## src/rtl/uart_pkg.sv

```systemverilog
// Purpose: constants, FSM encodings and helpers shared by the UART transmit
//          and receive paths.
// Contents: DATA_W, BIT_CNT_W, PARITY_* codes, uart_state_e, bit_time().
package uart_pkg;

  localparam int unsigned DATA_W    = 8;
  localparam int unsigned BIT_CNT_W = 16;

  // Parity selection codes
  localparam int unsigned PARITY_NONE = 0;
  localparam int unsigned PARITY_ODD  = 1;
  localparam int unsigned PARITY_EVEN = 2;

  // Frame-sequencer states; unused encodings recover to ST_IDLE
  typedef enum logic [2:0] {
    ST_IDLE   = 3'd0,
    ST_START  = 3'd1,
    ST_DATA   = 3'd2,
    ST_PARITY = 3'd3,
    ST_STOP   = 3'd4
  } uart_state_e;

  // Clock cycles per serial bit (integer division)
  function automatic int unsigned bit_time(input int unsigned clk_freq,
                                           input int unsigned baud_rate);
    return clk_freq / baud_rate;
  endfunction

endpackage

```

## src/rtl/uart_tx_fifo_ctrl_if.sv

```systemverilog
// Purpose: byte-stream valid/ready handshake into the UART transmitter.
// Signals: in_data  - byte to transmit (source holds it until accepted)
//          in_valid - in_data is valid
//          in_ready - sink can accept; transfer on in_valid && in_ready
interface uart_tx_fifo_ctrl_if;
  import uart_pkg::*;

  logic [DATA_W-1:0] in_data;
  logic              in_valid;
  logic              in_ready;

  modport master (output in_data, output in_valid, input in_ready);
  modport slave  (input in_data, input in_valid, output in_ready);

endinterface

```

## src/rtl/uart_byte_fifo.sv

```systemverilog
// Purpose: small byte FIFO with registered count and full/empty flags.
// Ports: clk, rst       - clock, async active-high reset
//        wr_en_i/wr_data_i - write request (ignored when full)
//        rd_en_i        - pop request (ignored when empty)
//        rd_data_o      - head entry, valid while !empty_o
//        full_o/empty_o - decoded from the registered count
//        count_o        - entries held
module uart_byte_fifo
  import uart_pkg::*;
#(
  parameter int unsigned DEPTH = 4
) (
  input  logic                         clk,
  input  logic                         rst,
  input  logic                         wr_en_i,
  input  logic [DATA_W-1:0]            wr_data_i,
  input  logic                         rd_en_i,
  output logic [DATA_W-1:0]            rd_data_o,
  output logic                         full_o,
  output logic                         empty_o,
  output logic [$clog2(DEPTH+1)-1:0]   count_o
);

  localparam int unsigned PTR_W = $clog2(DEPTH);
  localparam int unsigned CNT_W = $clog2(DEPTH + 1);

  logic [DATA_W-1:0] mem_q [DEPTH];
  logic [PTR_W-1:0]  wr_ptr_q, wr_ptr_d;
  logic [PTR_W-1:0]  rd_ptr_q, rd_ptr_d;
  logic [CNT_W-1:0]  count_q, count_d;
  logic              do_wr, do_rd;

  assign full_o    = (count_q == CNT_W'(DEPTH));
  assign empty_o   = (count_q == '0);
  assign do_wr     = wr_en_i && !full_o;
  assign do_rd     = rd_en_i && !empty_o;
  assign rd_data_o = mem_q[rd_ptr_q];
  assign count_o   = count_q;

  // Pointers wrap naturally since DEPTH is a power of two
  always_comb begin
    wr_ptr_d = wr_ptr_q + PTR_W'(do_wr);
    rd_ptr_d = rd_ptr_q + PTR_W'(do_rd);
    count_d  = count_q + CNT_W'(do_wr) - CNT_W'(do_rd);
  end

  always_ff @(posedge clk or posedge rst) begin
    if (rst) begin
      wr_ptr_q <= '0;
      rd_ptr_q <= '0;
      count_q  <= '0;
    end else begin
      wr_ptr_q <= wr_ptr_d;
      rd_ptr_q <= rd_ptr_d;
      count_q  <= count_d;
    end
  end

  // Storage needs no reset: the count gates every read
  always_ff @(posedge clk) begin
    if (do_wr) begin
      mem_q[wr_ptr_q] <= wr_data_i;
    end
  end

endmodule

```

## src/rtl/uart_tx_fifo_ctrl.sv

```systemverilog
// Purpose: UART transmitter (8 data bits, optional parity, 1 or 2 stop bits)
//          fed from a byte FIFO; back-to-back frames leave no idle gap.
// Ports: clk, rst    - clock, async active-high reset
//        in_if       - byte handshake (slave side)
//        tx          - serial line, idle high, registered
//        busy        - frame in flight or bytes queued
//        done        - one-cycle pulse as the last stop bit completes
//        fifo_count  - bytes queued, excluding the frame in flight
module uart_tx_fifo_ctrl
  import uart_pkg::*;
#(
  parameter int unsigned CLK_FREQ   = 100_000_000,
  parameter int unsigned BAUD_RATE  = 115200,
  parameter int unsigned FIFO_DEPTH = 4,
  parameter int unsigned PARITY     = 0,
  parameter int unsigned STOP_BITS  = 1
) (
  input  logic                              clk,
  input  logic                              rst,
  uart_tx_fifo_ctrl_if.slave                in_if,
  output logic                              tx,
  output logic                              busy,
  output logic                              done,
  output logic [$clog2(FIFO_DEPTH+1)-1:0]   fifo_count
);

  localparam int unsigned       BIT_TIME = bit_time(CLK_FREQ, BAUD_RATE);
  localparam logic [BIT_CNT_W-1:0] BIT_LAST = BIT_CNT_W'(BIT_TIME - 1);

  uart_state_e       state_q, state_d;
  logic [BIT_CNT_W-1:0] cnt_q, cnt_d;
  logic [2:0]        bit_idx_q, bit_idx_d;
  logic              stop_idx_q, stop_idx_d;
  logic [DATA_W-1:0] shift_q, shift_d;
  logic              par_q, par_d;
  logic              tx_q, tx_d;
  logic              done_q, done_d;

  logic              pop_c;
  logic              bit_end_c;
  logic              fifo_full, fifo_empty;
  logic [DATA_W-1:0] fifo_rd_data;

  uart_byte_fifo #(
    .DEPTH (FIFO_DEPTH)
  ) u_fifo (
    .clk       (clk),
    .rst       (rst),
    .wr_en_i   (in_if.in_valid),
    .wr_data_i (in_if.in_data),
    .rd_en_i   (pop_c),
    .rd_data_o (fifo_rd_data),
    .full_o    (fifo_full),
    .empty_o   (fifo_empty),
    .count_o   (fifo_count)
  );

  assign in_if.in_ready = !fifo_full;
  assign tx             = tx_q;
  assign done           = done_q;
  assign busy           = (state_q != ST_IDLE) || !fifo_empty;
  assign bit_end_c      = (cnt_q == BIT_LAST);

  // Frame sequencer: next state, next bit and FIFO pop
  always_comb begin
    state_d    = state_q;
    cnt_d      = cnt_q;
    bit_idx_d  = bit_idx_q;
    stop_idx_d = stop_idx_q;
    shift_d    = shift_q;
    par_d      = par_q;
    tx_d       = tx_q;
    done_d     = 1'b0;
    pop_c      = 1'b0;

    unique case (state_q)
      ST_IDLE: begin
        tx_d  = 1'b1;
        cnt_d = '0;
        if (!fifo_empty) begin
          pop_c = 1'b1;
        end
      end

      ST_START: begin
        if (bit_end_c) begin
          cnt_d     = '0;
          tx_d      = shift_q[0];
          shift_d   = shift_q >> 1;
          bit_idx_d = 3'd0;
          state_d   = ST_DATA;
        end else begin
          cnt_d = cnt_q + BIT_CNT_W'(1);
        end
      end

      ST_DATA: begin
        if (bit_end_c) begin
          cnt_d = '0;
          if (bit_idx_q == 3'd7) begin
            if (PARITY != PARITY_NONE) begin
              tx_d    = par_q;
              state_d = ST_PARITY;
            end else begin
              tx_d       = 1'b1;
              stop_idx_d = 1'b0;
              state_d    = ST_STOP;
            end
          end else begin
            tx_d      = shift_q[0];
            shift_d   = shift_q >> 1;
            bit_idx_d = bit_idx_q + 3'd1;
          end
        end else begin
          cnt_d = cnt_q + BIT_CNT_W'(1);
        end
      end

      ST_PARITY: begin
        if (bit_end_c) begin
          cnt_d      = '0;
          tx_d       = 1'b1;
          stop_idx_d = 1'b0;
          state_d    = ST_STOP;
        end else begin
          cnt_d = cnt_q + BIT_CNT_W'(1);
        end
      end

      ST_STOP: begin
        if (bit_end_c) begin
          cnt_d = '0;
          if (STOP_BITS == 2 && !stop_idx_q) begin
            stop_idx_d = 1'b1;
          end else begin
            done_d = 1'b1;
            if (!fifo_empty) begin
              pop_c = 1'b1;
            end else begin
              tx_d    = 1'b1;
              state_d = ST_IDLE;
            end
          end
        end else begin
          cnt_d = cnt_q + BIT_CNT_W'(1);
        end
      end

      default: begin
        tx_d    = 1'b1;
        cnt_d   = '0;
        state_d = ST_IDLE;
      end
    endcase

    // Popping a byte always launches a new start bit on the next edge
    if (pop_c) begin
      shift_d = fifo_rd_data;
      par_d   = (PARITY == PARITY_ODD) ? ~(^fifo_rd_data) : ^fifo_rd_data;
      tx_d    = 1'b0;
      cnt_d   = '0;
      state_d = ST_START;
    end
  end

  always_ff @(posedge clk or posedge rst) begin
    if (rst) begin
      state_q    <= ST_IDLE;
      cnt_q      <= '0;
      bit_idx_q  <= '0;
      stop_idx_q <= 1'b0;
      shift_q    <= '0;
      par_q      <= 1'b0;
      tx_q       <= 1'b1;
      done_q     <= 1'b0;
    end else begin
      state_q    <= state_d;
      cnt_q      <= cnt_d;
      bit_idx_q  <= bit_idx_d;
      stop_idx_q <= stop_idx_d;
      shift_q    <= shift_d;
      par_q      <= par_d;
      tx_q       <= tx_d;
      done_q     <= done_d;
    end
  end

endmodule
```

## src/flat_wrapper.sv

```systemverilog
// flat-port wrapper written by rule: the top's interface ports become plain ports
module uart_tx_fifo_ctrl_flat import uart_pkg::*;
#(
  parameter int unsigned CLK_FREQ   = 100_000_000,
  parameter int unsigned BAUD_RATE  = 115200,
  parameter int unsigned FIFO_DEPTH = 4,
  parameter int unsigned PARITY     = 0,
  parameter int unsigned STOP_BITS  = 1
)
  (clk, rst, tx, busy, done, fifo_count, in_if_in_data, in_if_in_valid, in_if_in_ready);
  uart_tx_fifo_ctrl_if in_if_i ();
  input  logic clk;
  input  logic rst;
  output logic tx;
  output logic busy;
  output logic done;
  output logic [$clog2(FIFO_DEPTH+1)-1:0] fifo_count;
  input wire logic [$bits(in_if_i.in_data)-1:0] in_if_in_data;
  input wire logic [$bits(in_if_i.in_valid)-1:0] in_if_in_valid;
  output wire logic [$bits(in_if_i.in_ready)-1:0] in_if_in_ready;
  assign in_if_i.in_data = in_if_in_data;
  assign in_if_i.in_valid = in_if_in_valid;
  assign in_if_in_ready = in_if_i.in_ready;
  uart_tx_fifo_ctrl #(.CLK_FREQ(CLK_FREQ), .BAUD_RATE(BAUD_RATE), .FIFO_DEPTH(FIFO_DEPTH), .PARITY(PARITY), .STOP_BITS(STOP_BITS)) u_core (.clk(clk), .rst(rst), .in_if(in_if_i), .tx(tx), .busy(busy), .done(done), .fifo_count(fifo_count));
endmodule
```

## config.mk

```make
export PLATFORM = sky130hd
export DESIGN_NAME = uart_tx_fifo_ctrl_flat
export DESIGN_NICKNAME = d
export VERILOG_FILES = /design/src/rtl/uart_pkg.sv /design/src/rtl/uart_tx_fifo_ctrl_if.sv /design/src/rtl/uart_byte_fifo.sv /design/src/rtl/uart_tx_fifo_ctrl.sv /design/src/flat_wrapper.sv
export SDC_FILE = /design/constraint.sdc
export NUM_CORES = 1
export LEC_CHECK = 0
export BUFFER_PORTS_ARGS = -buffer_cell sky130_fd_sc_hd__buf_4
export CORE_MARGIN = 1
export CORE_UTILIZATION = 45
export DETAILED_ROUTE_END_ITERATION = 10
export GPL_TIMING_DRIVEN = 0
export HOLD_SLACK_MARGIN = 0.05
export SETUP_SLACK_MARGIN = 0.4
export SLEW_MARGIN = 20
export SYNTH_ARGS = -nofsm -noshare
export SYNTH_HDL_FRONTEND = slang
export SYNTH_SLANG_ARGS = --single-unit
```

## constraint.sdc

```tcl
create_clock -name clk -period 4.9 [get_ports clk]
set_input_delay 0.735 -clock clk [delete_from_list [all_inputs] [get_ports clk]]
set_output_delay 0.735 -clock clk [all_outputs]
set_load 0.005 [all_outputs]
```

**Yosys cells after proc, flatten, opt, wreduce, memory -nomap -nowiden**

Memory sizes are Yosys's and may differ from the RTL's.
Cells that the tools add are included.

- Add/sub/neg operators: 6
- $mul: 0
- Divide/modulo/power cells: 0
- $lt $le $gt $ge: 0
- Eq/ne operators: 18
- Shift operators: 0
- Muxes and demuxes: 35
- Bitwise operators: 0
- Reduce and logical (&&, ||, !) cells: 15

Operators by type and width:

| kind | number |
|---|---|
| two-way mux 16 bit | 3 |
| two-way mux 8 bit | 4 |
| two-way mux 3 bit | 10 |
| inequality test 3 x 2 -> 1 bit (second input constant) | 6 |
| adder 16 x 1 -> 16 bit (second input constant) | 1 |
| == test 16 x 10 -> 1 bit (second input constant) | 1 |
| one-hot mux 8 bit (2 select lines) | 1 |
| one-hot mux 3 bit (5 select lines) | 1 |
| two-way mux 1 bit | 13 |
| == test 3 bit (second input constant) | 3 |
| AND reduction 4 bit | 2 |
| AND reduction 7 bit | 1 |
| == test 3 x 2 -> 1 bit (second input constant) | 2 |
| zero test 3 bit | 2 |
| one-hot mux 3 bit (2 select lines) | 1 |
| nonzero test 3 bit | 2 |
| AND reduction 5 bit | 1 |
| adder 2 x 1 -> 2 bit | 2 |
| inequality test 2 x 1 -> 1 bit (second input constant) | 2 |
| inequality test 2 bit (second input constant) | 2 |
| one-hot mux 1 bit (4 select lines) | 1 |
| OR reduction 4 bit | 1 |
| adder 3 x 1 -> 3 bit | 1 |
| adder 3 x 1 -> 3 bit (second input constant) | 1 |
| 8 further kinds | 10 |

- Bits in registers: 39
- Bits in latches: 0
- Memory bits (writable): 32
- Bits in read-only memories: 0
- Input bits: 11
- Output and inout port bits: 7
- Logic and storage cells: 84
- Memories kept: 1

Memories:

| memory | words | width | rd ports | clocked after Yosys merged registers in | wr ports | line | text |
|---|---|---|---|---|---|---|---|
| u_core.u_fifo.mem_q | 4 | 8 | 1 | 0 | 1 | uart_byte_fifo.sv:27 | `logic [DATA_W-1:0] mem_q [DEPTH];` |

**Longest topological paths before layout**

Gate-level depths: netlist of run 1.

- Word-level depth: 6
- Depth in mapped cells: 10
- Gate-level depth less buffers: 9

**By module**

A second synthesis of run 1 with hierarchy kept.

- Cells, all modules: 240
- Area total of the unflattened synthesis: 3249.4 µm²

By module, submodules not included:

| module | times used | cells an instance | area each (µm²) | sequential area each (µm²) |
|---|---|---|---|---|
| uart_tx_fifo_ctrl | 1 | 166 | 1700.4 | 802.0 |
| uart_byte_fifo | 1 | 74 | 1549.0 | 1136.1 |

**Least setup slack after synthesis of run 1**

OpenSTA, ideal clock, no wires.

- Path kind: register to register
- From: register u_core.cnt_q[0]
- To: register u_core.u_fifo.count_q[2] (netlist: u_core.u_fifo.count_o[2])
- Library setup time: 0.124 ns
- Arrival time: 2.369 ns
- Required time: 4.776 ns
- Setup slack: 2.407 ns
- Cell stages (with the launch flop): 11
- Buffers on the path: 1
- Clock period less this slack: 2.493 ns
- Cells stage by stage: dfrtp_1 > ha_1 > and3_1 > clkbuf_1 > a41oi_1 > or2_1 > xnor2_1 > ha_1 > fa_1 > xor2_1 > xnor2_1

- Word-level cells in the longest chain between the ends: 5

RTL lines:

| item | line | text |
|---|---|---|
| start, declared | uart_tx_fifo_ctrl.sv:31 | `logic [BIT_CNT_W-1:0] cnt_q, cnt_d;` |
| start signal, assigned | uart_tx_fifo_ctrl.sv:178 | `cnt_q <= cnt_d;` |
| == test 16 x 10 -> 1 bit | uart_tx_fifo_ctrl.sv:62 | `assign bit_end_c = (cnt_q == BIT_LAST);` |
| two-way mux 1 bit | uart_tx_fifo_ctrl.sv:131 | `if (bit_end_c) begin` |
| one-hot mux 1 bit (2 select lines) | uart_tx_fifo_ctrl.sv:76 | `unique case (state_q)` |
| logical AND 1 bit | uart_byte_fifo.sv:36 | `assign do_rd = rd_en_i && !empty_o;` |
| subtractor 3 x 1 -> 3 bit | uart_byte_fifo.sv:44 | `count_d = count_q + CNT_W'(do_wr) - CNT_W'(do_rd);` |
| net u_core.u_fifo.count_d[2] | uart_byte_fifo.sv:30 | `logic [CNT_W-1:0] count_q, count_d;` |
| end signal, assigned | uart_byte_fifo.sv:55 | `count_q <= count_d;` |
| end, declared | uart_byte_fifo.sv:30 |  |

The timed path passes the listed nets, and every way through them passes these cells.
A chain may end at the register's enable or synchronous reset.

**Final worst setup path of run 1**

Ends and elaborated chain as after synthesis.

==> impl_metrics.toml, run 1 <==
[pwr]
p_switching_w = 0.000347
irDropWorstVdd_v = 0.000231
comb_power_share = 0.123
pwr-share-seq = 0.563
clkPwrFrac = 0.313
powerDensity_nw_per_um2 = 365
switching_share = 0.263
p_leak_nw = 1.41
p_int_w = 0.000974

[placed_design]
place_inst = 360
gp_congestion = 0.763
hpwl_um = 3940
numPortBuffers = 17

[drt]
via_count = 1980
dr.pass1.iters = 4
drt-total-wl_um = 5530
via_per_inst = 5.27
drt_iter0_drc = 110
wl_per_cell_um = 14.7
drc = 0
ant_nets = 0

[setup_path]
slowest_stage = "dfrtp_1"
worstPathCellList = "ha_1 > and3_1 > clkbuf_1 > a41oi_1 > or2_1 > xnor2_1 > ha_1 > fa_1 > xor2_1 > xnor2_1"
rrSetupSlack_ns = 2.09
setup.worst_path.end = "u_core.u_fifo.count_o[2]"
critPathCaptureType = "register"
worstSetupStartpointType = "register"
cp_max_fo = 7
worst_path_largest_cell_delay_ns = 0.46
path_depth = 10
critPathBufInv = 1
r2r_end = "u_core.u_fifo.count_o[2]"
cp_top_family = "adder cells"
startpoint = "u_core.cnt_q[0]"
r2r_cells = 10
worstPathArrival_ns = 3.04
crit_type = "reg2reg"
reg2reg_from = "u_core.cnt_q[0]"
required_ns = 5.13

[timing]
finClkSkew_ns = 0.0127
period_minus_slack_ns = 2.81
clock.fmax_mhz = 356
rsz0062_at_grt = "no"
finalHoldViolCount = 0
finalCritPeriodShare = 0.573
slew_headroom = 0.520
tightest_slew_ns = 0.716
setup-violations-final = 0
maxSlewViolCount = 0
final.setup.tns_ns = 0

[clocking]
clock_latency_ns = 0.35
post_cts_buffers = 0
clock_sinks = 71
cts_root_buffer = "clkbuf_8"
htreeDepth = 3
cts_buffers = 9
cts_tree = "built"
clk_pin_slew_ns = 0.08
hold_buffers = 0
cts_resized = 0
cts_buffer_depth = 2

[floorplanning]
die_width_um = 85.7
die-area_sq_um = 7350
ios = 18
start_util = 0.464
rows = 30
die_h_um = 85.7
core_area_sq_um = 6790

[global_routing]
grt_start_max_net_pins = 29
antenna_found_initial = 0
grt_pass1_wl_um = 9730
gr-total-overflow = 0
grt_pass1_vias = 2036
grt_usage = 0.174

[final_layout]
final_cell_count_no_fill = 376
diodes = 0
nNetsFinal = 292
drive_above_1_share = 0.214
syn_to_final_growth_pct = 14.9
mostFrequentLayoutCells = "dfrtp_1 (38), edfxtp_1 (32), buf_4 (20), o21ai_0 (15), nand3_1 (15)"
nFillCells = 604
layout_commonest_cell = "dfrtp_1"

[synthesis]
yosysSeqAreaShare = 0.615
synth_seq_cells = 71
syn_nets = 262
async_flop_share = 0.549
ys_warn_count = 0
synthFlopType = "dfrtp_1"
yosysTopAreaCell = "edfxtp_1"
synth_area_per_cell_sq_um = 12.9
synthCells = 245
synth-edff-count = 32
yosys-top-cells-area = "edfxtp_1 (30%), dfrtp_1 (30%), mux4_2 (5.7%), xor2_1 (2.8%), nand3_1 (2.4%)"
netlist_area_sq_um = 3150
yosysUniqueCellTypes = 45
yosysTopAreaCellShare = 0.305

[flow_run]
max-cap-violations = 0

[run_status]
status = "finished clean"

[hold_path]
hold_path.class = "in2async"
[cells in the mapped netlist (3+ instances only)]
master,number
dfrtp_1,38
edfxtp_1,32
nand3_1,15
o21ai_0,15
nor2_1,14
nand2_1,13
xor2_1,10
inv_1,9
nor3_1,9
mux4_2,8
a21oi_1,7
a31oi_1,7
clkbuf_1,5
ha_1,5
xnor2_1,5
and3_1,4
nand4_1,4
and4_1,3
buf_2,3
nand2b_1,3
nor3b_1,3
o31ai_1,3
or4_1,3
[worst min path at each step]
stage	from	end	slack, ns
2_1_floorplan	u_core.tx	u_core.tx	0.45
3_3_place_gp	u_core.tx	u_core.tx	0.46
3_5_place_dp	u_core.tx	u_core.tx	0.47
4_1_cts	rst	u_core.cnt_q[10]	0.33
5_1_grt	rst	u_core.cnt_q[3]	0.32
6_report	rst	u_core.cnt_q[10]	0.33
[kinds of logic after synthesis]
logic type,share of synthesized area
AO/OA/AOI/OAI,0.0746
XOR/XNOR,0.0417
adder cells (fa/ha/maj),0.0262
buffers and inverters,0.0333
flip-flops,0.615
multiplexers,0.0603
AND/OR/NAND/NOR,0.149
[per-stage QoR]
| stage | utilization | hold slack, ns | power, W | cell area (sq um) | setup slack, ns |
|---|---|---|---|---|---|
| floorplan | - | 0.454 | 0.000844 | 3150 | 2.41 |
| global placement | 0.501 | 0.462 | 0.000909 | 3400 | 2.09 |
| detailed placement | 0.507 | 0.468 | 0.000926 | 3440 | 2.08 |
| CTS | 0.533 | 0.326 | 0.00134 | 3620 | 2.07 |
| global route | 0.533 | 0.323 | 0.00139 | 3620 | 1.87 |
| finish | 0.533 | 0.328 | 0.00132 | 3620 | 2.09 |
[state kept, by name, summed over array words and instances (netlist names)]
name / flops
u_core.shift_q: 8
u_core.done: 1
u_core.bit_idx_q: 3
u_core.tx: 1
u_core.cnt_q: 16
u_core.u_fifo.count_o: 3
u_core.u_fifo.rd_ptr_q: 2
u_core.state_q: 3
u_core.u_fifo.wr_ptr_q: 2
u_core.u_fifo.mem_q: 32
[power groups by stage]
stage	clock [W]	combinational (W)	sequential (W)
2_1_floorplan	0	0.0000983	0.000746
3_3_place_gp	0	0.000156	0.000752
3_5_place_dp	0	0.000169	0.000757
4_1_cts	0.000430	0.000170	0.000744
5_1_grt	0.000454	0.000184	0.000753
6_report	0.000414	0.000163	0.000744
[routing by layer]
metal | up-vias | global-route usage | wire length, um
li1 | 968 | - | -
met1 | 964 | 0.217 | 2490
met2 | 42 | 0.281 | 2780
met3 | 6 | 0.0635 | 197
met4 | 0 | 0.0606 | 74
met5 | - | 0 | 0
[layout make-up]
cell class	count	area [sq um]	area share
plain buffers	12	71.3	0.0197
clock buffers	9	124	0.0342
clock inverters	7	55.1	0.0152
inverters	9	33.8	0.00933
multi-input cells	153	1120	0.311
flip-flops and latches	71	1940	0.535
well taps	96	120	0.0332
repair buffers	19	155	0.0428
Note: power is estimated with default switching activity, not from simulation.
==> inputs of run 2 (changes only) <==
Clock period 4.9 ns to 2.7 ns, I/O delays scaled along.
==> impl_metrics.toml, run 2 (synthesized netlist as in run 1, its figures left out) <==
[run_status]
status = "finished clean"

[floorplanning]
rows = 30
core_area_sq_um = 6790
ios = 18
die_h_um = 85.7
start_util = 0.464
die_width_um = 85.7
die-area_sq_um = 7350

[pwr]
p_total_w = 0.00250
irDropWorstVdd_v = 0.000541
powerDensity_nw_per_um2 = 666
p_leak_nw = 1.46

[final_layout]
mostFrequentLayoutCells = "dfrtp_1 (35), edfxtp_1 (32), buf_4 (24), o21ai_0 (15), nand3_1 (15)"
top_regs = "u_core.u_fifo.mem_q (32), u_core.cnt_q (16), u_core.shift_q (8)"
diodes = 0
largest_reg_flops = 32
layout_commonest_cell = "dfrtp_1"
syn_to_final_growth_pct = 19.0
drive_above_1_share = 0.263
largest_register = "u_core.u_fifo.mem_q"
nNetsFinal = 297

[setup_path]
required_ns = 2.92
critPathCaptureType = "register"
reg2reg_from = "u_core.cnt_q[0]"
worstPathArrival_ns = 2.53
cp_max_fo = 7
rrSetupSlack_ns = 0.40
r2r_cells = 10
crit_type = "reg2reg"
r2r_end = "u_core.u_fifo.count_o[2]"
worstSetupStartpointType = "register"

[drt]
drt-total-wl_um = 5640
ant_nets = 0
via_per_inst = 5.31
drt_iter0_drc = 103
wl_per_cell_um = 14.8
dr.pass1.iters = 4
via_count = 2025
drc = 0

[clocking]
clock_sinks = 71
cts_root_buffer = "clkbuf_8"
htreeDepth = 3
cts_buffer_depth = 2
clk_pin_slew_ns = 0.08
clock_latency_ns = 0.34
cts_tree = "built"
cts_buffers = 9

[timing]
period_minus_slack_ns = 2.30
finalHoldViolCount = 0
tightest_slew_ns = 0.747
maxSlewViolCount = 0
final.setup.tns_ns = 0
clock.fmax_mhz = 434
finClkSkew_ns = 0.00963
slew_headroom = 0.499
setup-violations-final = 0
rsz0062_at_grt = "yes"
finalCritPeriodShare = 0.853

[placed_design]
numPortBuffers = 17
hpwl_um = 3810
gp_congestion = 0.720

[global_routing]
grt_pass1_vias = 1980
met2_usage = 0.294
grt_pass1_wl_um = 9640
grtUsageMet3 = 0.0606
grt_busiest_layer = "met2"
gr-total-overflow = 0
use_met1 = 0.217
antenna_found_initial = 0
grt_usage = 0.175
grt_start_max_net_pins = 27

[hold_path]
hp-start = "in_if_in_data[7]"
hold-path-cell-count = 1
hold_path.class = "in2reg"
holdPathEnd = "u_core.u_fifo.mem_q[0][7]"

[flow_run]
max-cap-violations = 0
[run 2: cell count changes in the layout (fill, tap and decap cells not counted), moves of 2 or more]
| cell | delta |
|---|---|
| nor4_4 | +2 |
| ha_1 | -2 |
| dfrtp_1 | -3 |
| buf_4 | +4 |
| dfrtp_2 | +3 |
[run 2: worst max-delay path, cell delays in order (launching register included)]
cell      delay (ns)
dfrtp_2         0.40
ha_4            0.13
and3_1          0.17
clkbuf_8        0.15
a41oi_2         0.12
or2_4           0.30
xnor2_1         0.14
ha_2            0.18
fa_2            0.33
xor2_1          0.15
xnor2_1         0.12
[run 2: worst max-delay path by stage]
| stage | endpoint | depth (start not counted) | slack [ns] | start |
|---|---|---|---|---|
| after floorplan | u_core.u_fifo.count_o[2] | 10 | 0.36 | u_core.cnt_q[0] |
| after global placement | u_core.u_fifo.count_o[2] | 8 | 0.17 | u_core.cnt_q[10] |
| after detailed placement | u_core.u_fifo.count_o[2] | 8 | 0.17 | u_core.cnt_q[10] |
| after CTS | u_core.u_fifo.count_o[2] | 10 | 0.40 | u_core.cnt_q[0] |
| after global routing | u_core.u_fifo.count_o[2] | 8 | 0.31 | u_core.cnt_q[4] |
| final | u_core.u_fifo.count_o[2] | 10 | 0.40 | u_core.cnt_q[0] |
[run 2: layout make-up]
cell class / count / area (sq um)
Multi-Input combinational cell: 153 / 1180
Clock inverter: 7 / 78.8
Buffer: 12 / 81.3
Timing Repair Buffer: 24 / 195
Sequential cell: 71 / 1940
Fill cell: 576 / 3040
Inverter: 9 / 33.8
Tap cell: 96 / 120
Clock buffer: 9 / 124
[run 2: power by group]
part / internal (W) / switching, W / total (W)
combinational: 0.000144 / 0.000149 / 0.000293
clock: 0.000436 / 0.000421 / 0.000858
sequential: 0.00128 / 0.0000671 / 0.00135
total: 0.00186 / 0.000638 / 0.00250
[run 2: per-layer routing]
| metal | routed length (um) | vias up |
|---|---|---|
| li1 | - | 981 |
| met1 | 2610 | 1014 |
| met2 | 2770 | 25 |
| met3 | 183 | 5 |
| met4 | 65 | 0 |
| met5 | 0 | - |
[run 2: what timing repair did]
action,4_1_cts,5_1_grt
setup endpoints to repair,2,1
resized for setup,8,0
endpoints found under the hold margin,12,0
hold buffers,1,0
setup buffers,5,0
pin swaps,5,0
[run 2: stage by stage]
stage,hold slack (ns),area [sq um],setup WS [ns],instances,util
after CTS,0.237,3750,0.403,381,0.552
after floorplan,0.454,3180,0.362,245,-
final,0.257,3750,0.396,381,0.552
after global placement,0.462,3430,0.168,358,0.504
after global routing,0.233,3750,0.306,381,0.552
after detailed placement,0.395,3460,0.174,359,0.509
==> inputs of run 3 (changes only) <==
Clock period 2.7 ns to 2.8 ns, I/O delays scaled along.
==> impl_metrics.toml, run 3 (synthesized netlist as in run 1, its figures left out) <==
[final_layout]
regArea_sq_um = 1940
largest_register = "u_core.u_fifo.mem_q"
mostFrequentLayoutCells = "dfrtp_1 (37), edfxtp_1 (32), buf_4 (24), o21ai_0 (15), nand3_1 (15)"
largest_reg_flops = 32
nNetsFinal = 297
layout_commonest_cell = "dfrtp_1"
drive_above_1_share = 0.256
multi_input_area_sq_um = 1180
diodes = 0
top_regs = "u_core.u_fifo.mem_q (32), u_core.cnt_q (16), u_core.shift_q (8)"
nFillCells = 570
syn_to_final_growth_pct = 18.9

[placed_design]
hpwl_um = 3900
numPortBuffers = 17
gp_congestion = 0.751

[pwr]
irDropWorstVdd_v = 0.000445
p_leak_nw = 1.46
powerDensity_nw_per_um2 = 647

[floorplanning]
ios = 18
rows = 30
die_h_um = 85.7
core_area_sq_um = 6790
start_util = 0.464
die_width_um = 85.7
die-area_sq_um = 7350

[setup_path]
critPathCaptureType = "register"
worstSetupStartpointType = "register"
cp_max_fo = 7
worstPathArrival_ns = 2.59
required_ns = 3.04
crit_type = "reg2reg"

[global_routing]
grt_pass1_wl_um = 9740
gr-total-overflow = 0
grt_usage = 0.181
grt_start_max_net_pins = 31
antenna_found_initial = 0
grt_pass1_vias = 2063

[drt]
ant_nets = 0
drt-total-wl_um = 5870
dr.pass1.iters = 4
drt_iter0_drc = 127
drc = 0
wl_per_cell_um = 15.4
via_count = 2036
via_per_inst = 5.34

[clocking]
clock_latency_ns = 0.35
htreeDepth = 3
clock_sinks = 71
cts_buffers = 9
cts_root_buffer = "clkbuf_8"
clk_pin_slew_ns = 0.08
cts_buffer_depth = 2
cts_tree = "built"

[run_status]
status = "finished clean"

[flow_run]
max-cap-violations = 0

[timing]
finClkSkew_ns = 0.00720
whs_ns = 0.264
slew_headroom = 0.516
finalHoldViolCount = 0
tightest_slew_ns = 0.722
clock.fmax_mhz = 425
final.setup.tns_ns = 0
period_minus_slack_ns = 2.36
finalCritPeriodShare = 0.841
rsz0062_at_grt = "yes"
setup-violations-final = 0
maxSlewViolCount = 0

[hold_path]
hold_path.class = "in2reg"
run 3: cell counts in the layout (fill, tap and decap cells not counted):
Identical to the previous run, type by type.
run 3: worst paths after layout:
check / depth (start not counted) / slack, ns / end / from
setup / recovery: 9 / 0.44 / u_core.u_fifo.count_o[2] / u_core.cnt_q[7]
hold / removal: 1 / 0.26 / u_core.u_fifo.mem_q[1][4] / in_if_in_data[4]
setup reg to reg: 9 / 0.44 / u_core.u_fifo.count_o[2] / u_core.cnt_q[7]
hold reg to reg: 2 / 0.47 / u_core.tx / u_core.tx
max in group asynchronous: 4 / 1.74 / u_core.tx / rst
min in group asynchronous: 3 / 0.55 / u_core.done / rst
run 3: final cells by class:
type	instances	share of cell area
Inverter	9	0.00901
Timing Repair Buffer	24	0.0521
Buffer	12	0.0217
Clock buffer	9	0.0330
Clock inverter	7	0.0210
Multi-Input combinational cell	153	0.314
Tap cell	96	0.0320
Sequential cell	71	0.517
run 3: per-layer routing:
layer	share of wire	track usage	up-vias
li1	-	-	983
met1	0.44	0.201	1008
met2	0.51	0.314	34
met3	0.033	0.0549	11
met4	0.017	0.0955	0
met5	0	0	-
run 3: metrics by stage:
step / cell area [sq um] / total power [W] / instances / worst slack [ns] / util
floorplan: 3160 / 0.00148 / 245 / 0.434 / -
global placement: 3410 / 0.00159 / 358 / 0.185 / 0.501
detailed placement: 3440 / 0.00162 / 359 / 0.184 / 0.507
CTS: 3720 / 0.00246 / 378 / 0.401 / 0.548
global route: 3750 / 0.00255 / 381 / 0.340 / 0.552
finish: 3750 / 0.00243 / 381 / 0.445 / 0.552
run 3: power by group:
group	total [W]	switching, W	internal (W)	leakage, nW
Clock	0.000836	0.000416	0.000420	0.104
Combinational	0.000286	0.000145	0.000141	0.573
Sequential	0.00130	0.0000706	0.00123	0.782
Total	0.00243	0.000632	0.00180	1.46
run 3: critical path: stages (launching register included):
cell	delay [ns]
dfrtp_1	0.38
buf_6	0.14
nor4_4	0.33
a41oi_2	0.19
or2_4	0.28
xnor2_1	0.13
ha_2	0.18
fa_2	0.33
xor2_1	0.15
xnor2_1	0.12
run 3: timing repair:
action	4_1_cts	5_1_grt
endpoints found under the hold margin	9	0
gates resized for setup	8	2
setup endpoints to repair	2	1
hold buffers	1	0
pin swaps	2	3
cloned	0	0
setup buffers	2	3
